### config.mk
export PLATFORM = sky130hd
export DESIGN_NAME = dll_acknak_decoder_flat
export DESIGN_NICKNAME = d
export VERILOG_FILES = /design/src/rtl/dll_acknak_decoder_if.sv /design/src/rtl/dll_acknak_decoder.sv /design/src/flat_wrapper.sv
export SDC_FILE = /design/constraint.sdc
export NUM_CORES = 1
export LEC_CHECK = 0
export ABC_AREA = 1
export BUFFER_PORTS_ARGS = -buffer_cell sky130_fd_sc_hd__clkbuf_2
export CORE_MARGIN = 2
export CORE_UTILIZATION = 45
export DETAILED_ROUTE_END_ITERATION = 7
export MAX_ROUTING_LAYER = met4
export PLACE_DENSITY = 0.75
export RECOVER_POWER = 100
export SYNTH_ARGS = -nofsm -noshare
export SYNTH_HDL_FRONTEND = slang
export SYNTH_SLANG_ARGS = --single-unit
### constraint.sdc
create_clock -name sclk -period 6.6 [get_ports sclk]
set_input_delay 0.66 -clock sclk [delete_from_list [all_inputs] [get_ports sclk]]
set_output_delay 0.66 -clock sclk [all_outputs]
set_load 0.03 [all_outputs]
### src/rtl/dll_acknak_decoder_if.sv
// DLLP input / ACK-NAK result bundle between the DLLP extractor, retry monitor and decoder.
// master drives the DLLP and window inputs; slave is the decoder.
interface dll_acknak_decoder_if #(
    parameter int CNT_WIDTH = 16
);
    logic                 dllp_valid_i;
    logic [47:0]          dllp_data_i;
    logic [15:0]          as_i;
    logic [11:0]          next_tx_seq_i;
    logic [1:0]           acknak_seq_en_o;
    logic [15:0]          acknak_seq_num_o;
    logic [CNT_WIDTH-1:0] crc_err_cnt_o;
    logic [CNT_WIDTH-1:0] drop_cnt_o;

    modport master (
        output dllp_valid_i, dllp_data_i, as_i, next_tx_seq_i,
        input  acknak_seq_en_o, acknak_seq_num_o, crc_err_cnt_o, drop_cnt_o
    );

    modport slave (
        input  dllp_valid_i, dllp_data_i, as_i, next_tx_seq_i,
        output acknak_seq_en_o, acknak_seq_num_o, crc_err_cnt_o, drop_cnt_o
    );
endinterface

### src/rtl/dll_acknak_decoder.sv
// ACK/NAK DLLP decoder: CRC-16 check, window validation, repeated-NAK suppression; 2-cycle latency, no backpressure.
// Define DLL_ACKNAK_CRC_CHECK_EN to build the CRC check; otherwise every DLLP is CRC-good and crc_err_cnt_o is 0.
module dll_acknak_decoder #(
    parameter int NAK_HOLD_CYCLES = 255,
    parameter int CNT_WIDTH       = 16
) (
    input  logic                 sclk,
    input  logic                 srst,
    dll_acknak_decoder_if.slave  bus
);

    localparam logic [7:0]  TYPE_ACK  = 8'h00;
    localparam logic [7:0]  TYPE_NAK  = 8'h10;
    localparam logic [15:0] HOLD_LOAD = 16'(NAK_HOLD_CYCLES);

    typedef enum logic {ST_IDLE, ST_HOLD} state_t;

    // ---------------- stage 1: capture ----------------
    logic        r_s1_vld;
    logic [7:0]  r_s1_type;
    logic [11:0] r_s1_seq;
    logic        w_crc_ok;
    logic        w_unused;

    always_ff @(posedge sclk) begin
        if (srst) begin
            r_s1_vld <= 1'b0;
        end else begin
            r_s1_vld <= bus.dllp_valid_i;
        end
        r_s1_type <= bus.dllp_data_i[7:0];
        r_s1_seq  <= {bus.dllp_data_i[19:16], bus.dllp_data_i[31:24]};
    end

`ifdef DLL_ACKNAK_CRC_CHECK_EN
    logic [15:0]          r_s1_crc_calc;
    logic [15:0]          r_s1_crc_rx;
    logic [CNT_WIDTH-1:0] r_crc_cnt;

    function automatic logic [7:0] f_rev8(input logic [7:0] b);
        logic [7:0] r;
        for (int i = 0; i < 8; i++) r[i] = b[7-i];
        return r;
    endfunction

    // Bit-serial definition: bit 0 of byte 0 enters first, MSB-side feedback.
    function automatic logic [15:0] f_crc16(input logic [31:0] d);
        logic [15:0] c;
        logic        fb;
        c = 16'hFFFF;
        for (int i = 0; i < 32; i++) begin
            fb = c[15] ^ d[i];
            c  = {c[14:0], 1'b0} ^ (fb ? 16'h100B : 16'h0000);
        end
        return ~c;
    endfunction

    always_ff @(posedge sclk) begin
        r_s1_crc_calc <= f_crc16(bus.dllp_data_i[31:0]);
        r_s1_crc_rx   <= {f_rev8(bus.dllp_data_i[39:32]), f_rev8(bus.dllp_data_i[47:40])};
    end

    assign w_crc_ok = (r_s1_crc_calc == r_s1_crc_rx);

    always_ff @(posedge sclk) begin
        if (srst) begin
            r_crc_cnt <= '0;
        end else if (r_s1_vld && !w_crc_ok && (r_crc_cnt != '1)) begin
            r_crc_cnt <= r_crc_cnt + 1'b1;
        end
    end

    assign bus.crc_err_cnt_o = r_crc_cnt;
    assign w_unused = &{1'b0, bus.as_i[15:12], bus.dllp_data_i[15:8], bus.dllp_data_i[23:20]};
`else
    assign w_crc_ok          = 1'b1;
    assign bus.crc_err_cnt_o = '0;
    assign w_unused = &{1'b0, bus.as_i[15:12], bus.dllp_data_i[15:8], bus.dllp_data_i[23:20],
                        bus.dllp_data_i[47:32]};
`endif

    // ---------------- stage 2: decode, window, hold FSM ----------------
    logic [11:0] w_d;
    logic [11:0] w_w;
    logic [12:0] w_w13;
    logic        w_in_win;
    logic        w_ack_ok;
    logic        w_nak_ok;
    logic        w_is_ack;
    logic        w_is_nak;

    // w == 0 means the whole 4096-entry space is outstanding.
    assign w_d      = r_s1_seq - bus.as_i[11:0];
    assign w_w      = bus.next_tx_seq_i - bus.as_i[11:0];
    assign w_w13    = (w_w == 12'd0) ? 13'd4096 : {1'b0, w_w};
    assign w_in_win = ({1'b0, w_d} < w_w13);
    assign w_ack_ok = w_in_win && (w_d != 12'd0);
    assign w_nak_ok = w_in_win;
    assign w_is_ack = (r_s1_type == TYPE_ACK);
    assign w_is_nak = (r_s1_type == TYPE_NAK);

    state_t               r_state, w_state_nxt;
    logic [11:0]          r_hold_seq, w_hold_seq_nxt;
    logic [15:0]          r_hold_cnt, w_hold_cnt_nxt;
    logic [1:0]           r_en, w_en_nxt;
    logic [15:0]          r_num, w_num_nxt;
    logic [CNT_WIDTH-1:0] r_drop_cnt;
    logic                 w_drop_inc;
    logic                 w_emit;

    always_ff @(posedge sclk) begin
        if (srst) begin
            r_state    <= ST_IDLE;
            r_hold_seq <= '0;
            r_hold_cnt <= '0;
            r_en       <= 2'b00;
            r_num      <= '0;
        end else begin
            r_state    <= w_state_nxt;
            r_hold_seq <= w_hold_seq_nxt;
            r_hold_cnt <= w_hold_cnt_nxt;
            r_en       <= w_en_nxt;
            r_num      <= w_num_nxt;
        end
    end

    always_comb begin
        w_state_nxt    = r_state;
        w_hold_seq_nxt = r_hold_seq;
        w_hold_cnt_nxt = r_hold_cnt;
        w_en_nxt       = 2'b00;
        w_num_nxt      = '0;
        w_drop_inc     = 1'b0;
        w_emit         = 1'b0;

        if (r_s1_vld && w_crc_ok) begin
            if (w_is_ack) begin
                if (w_ack_ok) begin
                    w_emit      = 1'b1;
                    w_en_nxt    = 2'b01;
                    w_num_nxt   = {4'h0, r_s1_seq};
                    w_state_nxt = ST_IDLE;
                end else begin
                    w_drop_inc = 1'b1;
                end
            end else if (w_is_nak) begin
                if (!w_nak_ok || (r_state == ST_HOLD && r_s1_seq == r_hold_seq)) begin
                    w_drop_inc = 1'b1;
                end else begin
                    w_emit         = 1'b1;
                    w_en_nxt       = 2'b10;
                    w_num_nxt      = {4'h0, r_s1_seq + 12'd1};
                    w_state_nxt    = ST_HOLD;
                    w_hold_seq_nxt = r_s1_seq;
                    w_hold_cnt_nxt = HOLD_LOAD;
                end
            end
        end

        // A suppressed NAK does not pause the hold timer.
        if (r_state == ST_HOLD && !w_emit) begin
            if (r_hold_cnt <= 16'd1) begin
                w_hold_cnt_nxt = '0;
                w_state_nxt    = ST_IDLE;
            end else begin
                w_hold_cnt_nxt = r_hold_cnt - 16'd1;
            end
        end
    end

    always_ff @(posedge sclk) begin
        if (srst) begin
            r_drop_cnt <= '0;
        end else if (w_drop_inc && (r_drop_cnt != '1)) begin
            r_drop_cnt <= r_drop_cnt + 1'b1;
        end
    end

    assign bus.acknak_seq_en_o  = r_en;
    assign bus.acknak_seq_num_o = r_num;
    assign bus.drop_cnt_o       = r_drop_cnt;

endmodule

### src/flat_wrapper.sv
// flat-port wrapper written by rule: the top's interface ports become plain ports
module dll_acknak_decoder_flat 
#(
    parameter int NAK_HOLD_CYCLES = 255,
    parameter int CNT_WIDTH       = 16
)
  (sclk, srst, bus_dllp_valid_i, bus_dllp_data_i, bus_as_i, bus_next_tx_seq_i, bus_acknak_seq_en_o, bus_acknak_seq_num_o, bus_crc_err_cnt_o, bus_drop_cnt_o);
  dll_acknak_decoder_if #(.CNT_WIDTH(CNT_WIDTH)) bus_i ();
  input  logic sclk;
  input  logic srst;
  input wire logic [$bits(bus_i.dllp_valid_i)-1:0] bus_dllp_valid_i;
  input wire logic [$bits(bus_i.dllp_data_i)-1:0] bus_dllp_data_i;
  input wire logic [$bits(bus_i.as_i)-1:0] bus_as_i;
  input wire logic [$bits(bus_i.next_tx_seq_i)-1:0] bus_next_tx_seq_i;
  output wire logic [$bits(bus_i.acknak_seq_en_o)-1:0] bus_acknak_seq_en_o;
  output wire logic [$bits(bus_i.acknak_seq_num_o)-1:0] bus_acknak_seq_num_o;
  output wire logic [$bits(bus_i.crc_err_cnt_o)-1:0] bus_crc_err_cnt_o;
  output wire logic [$bits(bus_i.drop_cnt_o)-1:0] bus_drop_cnt_o;
  assign bus_i.dllp_valid_i = bus_dllp_valid_i;
  assign bus_i.dllp_data_i = bus_dllp_data_i;
  assign bus_i.as_i = bus_as_i;
  assign bus_i.next_tx_seq_i = bus_next_tx_seq_i;
  assign bus_acknak_seq_en_o = bus_i.acknak_seq_en_o;
  assign bus_acknak_seq_num_o = bus_i.acknak_seq_num_o;
  assign bus_crc_err_cnt_o = bus_i.crc_err_cnt_o;
  assign bus_drop_cnt_o = bus_i.drop_cnt_o;
  dll_acknak_decoder #(.NAK_HOLD_CYCLES(NAK_HOLD_CYCLES), .CNT_WIDTH(CNT_WIDTH)) u_core (.sclk(sclk), .srst(srst), .bus(bus_i));
endmodule
==> results of run 1 <==
[layout make-up]
cell class	instances	area (um2)	area share
Timing Repair Buffer	76	340	0.0544
Multi-Input combinational cell	611	3360	0.537
Clock buffer	9	225	0.0360
Tap cell	172	215	0.0344
Clock inverter	7	62.6	0.0100
Inverter	121	454	0.0726
Sequential cell	80	1600	0.256
[registers in the layout, indices dropped and copies added, names as in the netlist]
name / count
u_core.bus.drop_cnt_o: 16
u_core.r_hold_seq: 12
u_core.r_s1_vld: 1
u_core.r_s1_seq: 12
u_core.bus.acknak_seq_num_o: 12
u_core.r_s1_type: 8
u_core.r_hold_cnt: 16
u_core.r_state: 1
u_core.bus.acknak_seq_en_o: 2
[routing by layer]
metal,wire length [um],global-route usage,part of all wire,up-vias
li1,-,-,-,2793
met1,6470,0.283,0.51,2305
met2,5500,0.297,0.43,147
met3,629,0.0389,0.049,14
met4,176,0.0541,0.014,0
met5,0,-,0,-
[worst register-to-register path, cell delays in order (launching register included)]
cell and delay, ps:
dfxtp_1 340, inv_1 180, ha_1 180, inv_1 70
fa_1 440, nand3_1 100, nand3_1 140, xnor2_1 230
inv_1 70, ha_1 300, nand2_1 90, inv_1 40
nand2_1 60, nand3_1 100, nand2_1 70, nand2_1 50
nand3_1 60, nand2_1 50, nand2_1 50, nand2_1 40
nand2_1 170, nand3_1 170, nor2_1 690, inv_1 600
nand3_1 270, a21oi_2 70
[path summary, 6_finish.rpt]
path                         endpoint  depth (start not counted)
max reg2reg     u_core.r_hold_cnt[10]                         25
min                u_core.r_s1_seq[9]                          1
min reg2reg  u_core.bus.drop_cnt_o[9]                          2
max             u_core.r_hold_cnt[10]                         25
[power by group]
| part | switching (mW) | internal, mW |
|---|---|---|
| clock | 0.218 | 0.264 |
| sequential | 0.00678 | 0.490 |
| combinational | 0.158 | 0.0901 |
[cells by family after synthesis]
family	after synthesis	share of synthesized area
and+or+nand+nor	419	0.340
adders and majority gates	39	0.0880
other	1	0.000656
xor gates and xnor gates	41	0.0628
buffers and inverters	160	0.133
DFF	80	0.280
AOI/OAI and AO/OA	92	0.0952
[cells in the final DEF (no fill, tap or decap), drive strengths merged, types with 30 or more instances in the layout]
master,Yosys,layout
nand2,201,201
ha,37,37
inv,121,126
a21oi,48,48
clkbuf,9,85
dfxtp,80,80
o21ai,30,30
nor2,81,81
nand4,36,36
nand3,70,70
==> impl_metrics.toml, run 1 <==
[outcome]
status = "finished clean"

[worst_setup_path]
end_kind = "flop"
path_delay_family = "simple AND/OR/NAND/NOR gates"
cp_slowest_stage_delay_ps = 690
start_kind = "flop"
cp.required_ps = 6770
criticalPathCategory = "flop to flop"
cp-startpoint = "u_core.r_s1_seq[0]"
cp_common_cell = "nand2_1"
timing.rr.start = "u_core.r_s1_seq[0]"
critPathBufInv = 5
r2r_setup_slack_ps = 1810
cp.arrival_ps = 4960
path_max_fanout = 24
slowest_stage = "nor2_1"

[clocking]
clockRootBuffer = "clkbuf_16"
path_clk_slew_ps = 60
cts_resized = 0
postCtsSetupRepairBufs = 0
clk_latency_ps = 350
cts-buffers-inserted = 9
h-tree-depth = 3
cts_hold_buf = 0
cts_tree = "done"
clk_path_buf_depth = 2
cts_sinks = 80

[logic_synthesis]
ys_dominant_reg_cell = "dfxtp_1"
yosysTopAreaCell = "dfxtp_1"
ys_seq_area_frac = 0.280
syn_area_per_cell_um2 = 6.87
synth_top_area_share = 0.280
synth_cells = 832
yosysUniqueCellTypes = 43
ys_ff_latch = 80
synth_area_leaders = "dfxtp_1, nand2_1, ha_1"
synth_area_mm2 = 0.00571
synth_commonest_cells = "nand2_1, inv_1, dfxtp_1, nor2_1, nand3_1"
synth-edff-count = 0
synth.most_common_cell = "nand2_1"
ys_async_sr_fraction = 0
synth_warnings = 0

[drt]
firstDrtPassIters = 5
wl_um = 12800
antenna_left = 0
vias = 5259
drc = 0
drtIter0Drc = 444
routedWlPerCell_um = 11.9
viasPerCell = 4.89

[cells_and_area]
drive_gt1_frac = 0.0907
antenna_cells = 0
final_cell_area_mm2 = 0.00625
postLayoutCoreUtil = 0.500
layout.nets = 1017
nFillCells = 1292
syn2layout_area_growth_pct = 9.46
final_cells = 1076

[power]
power.total_mw = 1.23
p_per_area_mw_per_mm2 = 196
irDropWorstVdd_mv = 0.171
p_leak_nw = 3.08

[timing]
rsz0062_at_grt = "no"
setup_viol = 0
setup_ws_ps = 1810
worstMarginPinSlew_ps = 1470
setup_tns_ps = 0
finalCriticalPeriod_ps = 4790
finClkSkew_ps = 6.02
maxSlewViolCount = 0
timing.hold.ws_ps = 411
timing.fmax_mhz = 209
relSlewSlack = 0.0175
hold_violations = 0
min_period_over_period = 0.726

[worst_hold_path]
hp-start = "bus_dllp_data_i[17]"
hold_path.class = "primary input to flop"

[place]
io_buffers = 76
place_inst = 1060
place_area_mm2 = 0.00608
dpl_worst_slack_ps = 2160
gp_congestion = 0.894
dpl.hpwl_um = 9830

[grt]
grt-ovfl-total = 0
grt_max_degree = 29
antenna_found_initial = 0
grt_usage = 0.202
grt_pass1_vias = 4594
grt_pass1_wl_um = 21500

[die]
ios = 129
die_h_um = 117
die_area_mm2 = 0.0136
coreArea_mm2 = 0.0125
dieWidth_um = 117
start_util = 0.457
num_rows = 41

[run]
max_cap_viol_count = 0
(Power assumes the default switching activity.)
==> run 2: changes to the inputs <==
--- a/config.mk
+++ b/config.mk
@@ -5,13 +5,13 @@
 export SDC_FILE = /design/constraint.sdc
 export NUM_CORES = 1
 export LEC_CHECK = 0
-export ABC_AREA = 1
+export ABC_AREA = 0
 export BUFFER_PORTS_ARGS = -buffer_cell sky130_fd_sc_hd__clkbuf_2
 export CORE_MARGIN = 2
 export CORE_UTILIZATION = 45
 export DETAILED_ROUTE_END_ITERATION = 7
 export MAX_ROUTING_LAYER = met4
-export PLACE_DENSITY = 0.75
+export PLACE_DENSITY = 0.79
 export RECOVER_POWER = 100
 export SYNTH_ARGS = -nofsm -noshare
 export SYNTH_HDL_FRONTEND = slang
==> constraint.sdc (replaced) <==
create_clock -name sclk -period 4.05 [get_ports sclk]
set_input_delay 0.405 -clock sclk [delete_from_list [all_inputs] [get_ports sclk]]
set_output_delay 0.405 -clock sclk [all_outputs]
set_load 0.03 [all_outputs]
==> impl_metrics.toml, run 2 <==
[worst_setup_path]
start_kind = "flop"
criticalPathCategory = "flop to flop"
cp.depth = 19
cp_slowest_stage_delay_ps = 390
path_delay_family = "compound AO/OA/AOI/OAI gates"
end_kind = "flop"
cp.arrival_ps = 4240
r2r_cells = 19
r2r_setup_slack_ps = 100
timing.rr.start = "u_core.r_s1_seq[0]"
slowest_stage = "fa_2"
cp-endpoint = "u_core.r_hold_cnt[1]"
critPathBufInv = 5
path_max_fanout = 5
path_cells = "inv_2 > ha_4 > inv_2 > fa_2 > a211oi_2 > buf_4 > nor4b_4 > or2_4 > o211ai_1 > ha_1 > a21oi_2 > o21ai_1 > a211oi_2 > a31oi_4 > o31ai_4 > buf_6 > buf_6 > mux2_4 > a21oi_1"
cp-startpoint = "u_core.r_s1_seq[0]"
worstReg2RegEnd = "u_core.r_hold_cnt[1]"
cp.required_ps = 4350

[place]
gp_congestion = 0.861
place_inst = 870
dpl.hpwl_um = 9830
place_area_mm2 = 0.00591
io_buffers = 76

[logic_synthesis]
synth-edff-count = 0
synth_cells = 610
synth_fa_ha_area_frac = 0.100
synth_area_leaders = "dfxtp_1, ha_1, nor2_1"
yosysTopAreaCell = "dfxtp_1"
ys_dominant_reg_cell = "dfxtp_1"
synth_warnings = 0
synth_area_mm2 = 0.00503
synth_top_family_by_area = "simple AND/OR/NAND/NOR gates"
yosys.area_share.xor_xnor = 0.0749
ys_seq_area_frac = 0.318
ys_ff_latch = 80
synth_commonest_cells = "dfxtp_1, nor2_1, a21oi_1, ha_1, nand2_1"
synth_top_area_share = 0.318
synthMuxAreaShare = 0.0351
yosysUniqueCellTypes = 63
ys_async_sr_fraction = 0
synth.most_common_cell = "dfxtp_1"
yosys.area_share.simple = 0.237
synth_compound_area_frac = 0.168
syn_area_per_cell_um2 = 8.24

[timing]
hold_violations = 0
timing.fmax_mhz = 253
maxSlewViolCount = 0
rsz0062_at_grt = "yes"
finalCriticalPeriod_ps = 3950
timing.hold.ws_ps = 141
min_period_over_period = 0.974
setup_tns_ps = 0
worstMarginPinSlew_ps = 824
setup_viol = 0
finClkSkew_ps = 9.73
relSlewSlack = 0.451

[grt]
grt_pass1_vias = 4627
grt-ovfl-total = 0
grt_pass1_wl_um = 20600
grt_max_degree = 41
grt_usage = 0.222
antenna_found_initial = 0

[drt]
vias = 4874
viasPerCell = 5.43
drc = 0
drtIter0Drc = 232
wl_um = 12900
antenna_left = 0
routedWlPerCell_um = 14.4
firstDrtPassIters = 5

[power]
power.internal_mw = 1.30
p_leak_nw = 2.78
clock_power_share = 0.289
p_per_area_mw_per_mm2 = 298
p_switching_mw = 0.590
combPwrFrac = 0.284
swShare = 0.312
irDropWorstVdd_mv = 0.225
seq_power_share = 0.427
power.total_mw = 1.89

[cells_and_area]
nFillCells = 930
final_cells = 898
layout.nets = 871
antenna_cells = 0
final_common_cell = "dfxtp_1"
final_cell_mix = "dfxtp_1, nor2_1, buf_4"
final_cell_area_mm2 = 0.00633
syn2layout_area_growth_pct = 26.0
drive_gt1_frac = 0.239

[die]
ios = 129
coreArea_mm2 = 0.0109
die_h_um = 110
start_util = 0.462
dieWidth_um = 110
num_rows = 38
die_area_mm2 = 0.0120

[clocking]
cts_tree = "done"
clk_latency_ps = 360
path_clk_slew_ps = 80
clockRootBuffer = "clkbuf_8"
cts_sinks = 80
clk_path_buf_depth = 2
cts_hold_buf = 0
h-tree-depth = 3
cts-buffers-inserted = 9

[worst_hold_path]
hold_path.class = "primary input to flop"

[run]
max_cap_viol_count = 0

[outcome]
status = "finished clean"
## run 2: routing by layer
layer	wire length, um	track usage
met2	6600	0.394
met4	198	0.0624
met3	605	0.0379
met5	0	-
met1	5520	0.256
## run 2: what timing repair did
action / CTS / global route
pin swaps: 2 / 29
gates resized for setup: 4 / 46
setup endpoints to repair: 41 / 59
buffers inserted: 1 / 9
endpoints found under the hold margin: 0 / 0
gates cloned: 0 / 2
## run 2: final cells by class
cell class / instances / area [um2] / share of cell area
Clock inverter: 4 / 27.5 / 0.00435
Sequential cell: 80 / 1600 / 0.253
Multi-Input combinational cell: 485 / 3330 / 0.526
Timing Repair Buffer: 151 / 935 / 0.148
Tap cell: 140 / 175 / 0.0277
Inverter: 26 / 105 / 0.0166
Clock buffer: 12 / 155 / 0.0245
## run 2: power groups by stage
stage          combinational, mW  clock, mW  sequential [mW]
6_report                   0.536      0.545            0.807
5_1_grt                    0.593      0.586            0.809
4_1_cts                    0.503      0.555            0.807
3_5_place_dp               0.485          0            0.825
3_3_place_gp               0.464          0            0.825
2_1_floorplan              0.333          0            0.826
## run 2: through the flow
stage / worst slack (ps) / utilization
floorplan: 49.3 / -
global placement: -153 / 0.543
detailed placement: -279 / 0.543
CTS: 3.06 / 0.563
global route: -128 / 0.582
finish: 104 / 0.582
## run 2: logic make-up (layout without fill, tap and decap cells)
logic type,after synthesis,count (layout)
muxes,17,17
other,1,20
adders and majority gates,39,39
and+or+nand+nor,235,235
AOI/OAI and AO/OA,131,131
DFF,80,80
buffers and inverters,64,193
xor gates and xnor gates,43,43
## run 2: how the worst min path moves through the flow
stage                           from                    end  slack [ps]  cells after the start
5_1_grt           bus_dllp_data_i[3]    u_core.r_s1_type[3]         120                      1
3_3_place_gp   u_core.r_hold_cnt[12]  u_core.r_hold_cnt[12]         450                      2
6_report         bus_dllp_data_i[16]     u_core.r_s1_seq[8]         140                      1
2_1_floorplan    bus_dllp_data_i[24]     u_core.r_s1_seq[0]         430                      0
3_5_place_dp   u_core.r_hold_cnt[14]  u_core.r_hold_cnt[14]         470                      2
4_1_cts           bus_dllp_data_i[2]    u_core.r_s1_type[2]         130                      1
## run 2: worst register-to-register path, stage by stage, from the launching register on
cell	delay, ps
dfxtp_2	330
inv_2	80
ha_4	140
inv_2	40
fa_2	390
a211oi_2	250
buf_4	170
nor4b_4	50
or2_4	270
o211ai_1	250
ha_1	310
a21oi_2	140
o21ai_1	80
a211oi_2	300
a31oi_4	110
o31ai_4	310
buf_6	160
buf_6	110
mux2_4	290
a21oi_1	110
==> run 3: changes to the inputs <==
--- a/config.mk
+++ b/config.mk
@@ -8,11 +8,12 @@
 export ABC_AREA = 0
 export BUFFER_PORTS_ARGS = -buffer_cell sky130_fd_sc_hd__clkbuf_2
 export CORE_MARGIN = 2
-export CORE_UTILIZATION = 45
+export CORE_UTILIZATION = 40
 export DETAILED_ROUTE_END_ITERATION = 7
 export MAX_ROUTING_LAYER = met4
-export PLACE_DENSITY = 0.79
+export PLACE_DENSITY = 0.72
 export RECOVER_POWER = 100
+export SLEW_MARGIN = 10
 export SYNTH_ARGS = -nofsm -noshare
 export SYNTH_HDL_FRONTEND = slang
 export SYNTH_SLANG_ARGS = --single-unit
==> impl_metrics.toml, run 3 (synthesis results as in run 2) <==
[clocking]
clockRootBuffer = "clkbuf_16"
cts-buffers-inserted = 9
h-tree-depth = 3
cts_hold_buf = 0
path_clk_slew_ps = 60
cts_sinks = 80
clk_latency_ps = 330
clk_path_buf_depth = 2
cts_tree = "done"

[die]
die_area_mm2 = 0.0135
ios = 129
dieWidth_um = 116
die_h_um = 116
coreArea_mm2 = 0.0122
start_util = 0.413
num_rows = 40

[power]
p_per_area_mw_per_mm2 = 330
swShare = 0.300
p_leak_nw = 2.77
irDropWorstVdd_mv = 0.415
clock_power_share = 0.349
p_switching_mw = 0.629
power.internal_mw = 1.47
combPwrFrac = 0.266
seq_power_share = 0.385

[drt]
routedWlPerCell_um = 14.1
vias = 4900
antenna_left = 0
drc = 0
drtIter0Drc = 294
firstDrtPassIters = 6
wl_um = 12900
viasPerCell = 5.33

[cells_and_area]
antenna_cells = 0
layout.nets = 865
final_cells = 919
syn2layout_area_growth_pct = 26.4
drive_gt1_frac = 0.222
nFillCells = 1127
final_common_cell = "dfxtp_1"
final_cell_mix = "dfxtp_1, nor2_1, buf_4"
postLayoutCoreUtil = 0.523

[grt]
grt-ovfl-total = 0
grt_usage = 0.196
antenna_found_initial = 0
grt_pass1_vias = 4576
grt_pass1_wl_um = 20600
grt_max_degree = 41

[timing]
timing.fmax_mhz = 254
finClkSkew_ps = 10.6
hold_violations = 0
min_period_over_period = 0.972
worstMarginPinSlew_ps = 874
setup_ws_ps = 114
setup_viol = 0
finalCriticalPeriod_ps = 3940
relSlewSlack = 0.413
maxSlewViolCount = 0

[place]
dpl.hpwl_um = 9740
place_inst = 897
dpl_worst_slack_ps = -297
io_buffers = 76
gp_congestion = 0.881

[worst_hold_path]
hold_path.class = "primary input to flop"

[outcome]
status = "finished clean"

[worst_setup_path]
path_max_fanout = 7
criticalPathCategory = "flop to flop"
start_kind = "flop"
cp.required_ps = 4240
cp.arrival_ps = 4130
end_kind = "flop"

[run]
max_cap_viol_count = 0
==> run 3: what timing repair did <==
item,in CTS,in global routing
setup endpoints to repair,23,59
buffers inserted,1,6
pin swaps,2,14
resized for setup,4,33
hold endpoints to repair,0,0
==> run 3: critical path, stage by stage (launching register included) <==
cell and delay [ps]:
dfxtp_2 330, inv_2 50, ha_4 150, inv_1 90, fa_2 230, a211oi_2 70, buf_4 140, nor4b_1 520
or2_4 230, xor2_2 230, ha_4 250, a21oi_2 120, o21ai_1 100, a211oi_2 290, a31oi_4 110, or3_4 460
buf_4 180, mux2i_1 180, nor2_1 60
==> run 3: cell type report <==
type	instances	area (um2)	area share
Clock inverter	6	43.8	0.00689
Tap cell	168	210	0.0331
Inverter	26	103	0.0161
Multi-Input combinational cell	485	3300	0.520
Clock buffer	9	225	0.0354
Timing Repair Buffer	145	867	0.136
Sequential cell	80	1600	0.252
==> run 3: through the flow <==
stage                     total power [mW]  hold WS (ps)  setup TNS, ps  area, um2
after detailed placement              1.31           475         -12520       5930
final                                 2.10           169              0       6350
after global placement                1.30           456          -7870       5930
after floorplan                       1.16           433              0       5100
after global routing                  2.21           153           -252       6350
after CTS                             2.06           154              0       6230
==> run 3: path summary, 6_finish.rpt <==
check	startpoint	to	slack [ps]	cells after the start
max	u_core.r_s1_seq[0]	u_core.r_hold_seq[0]	110	18
min	bus_dllp_data_i[0]	u_core.r_s1_type[0]	170	1
max reg2reg	u_core.r_s1_seq[0]	u_core.r_hold_seq[0]	110	18
min reg2reg	u_core.r_hold_cnt[14]	u_core.r_hold_cnt[14]	490	2
==> run 3: routing by layer <==
metal  vias up  track usage  share of wire
met5         -            -              0
met4         0       0.0579          0.015
met3        22       0.0353          0.052
met2       171        0.324           0.48
met1      2306        0.247           0.45
li1       2401            -              -
==> run 3: power groups by stage <==
stage	Combinational (mW)	Clock (mW)	Sequential [mW]
3_3_place_gp	0.469	0	0.826
5_1_grt	0.614	0.788	0.810
2_1_floorplan	0.333	0	0.826
6_report	0.559	0.732	0.809
3_5_place_dp	0.489	0	0.826
4_1_cts	0.498	0.750	0.809
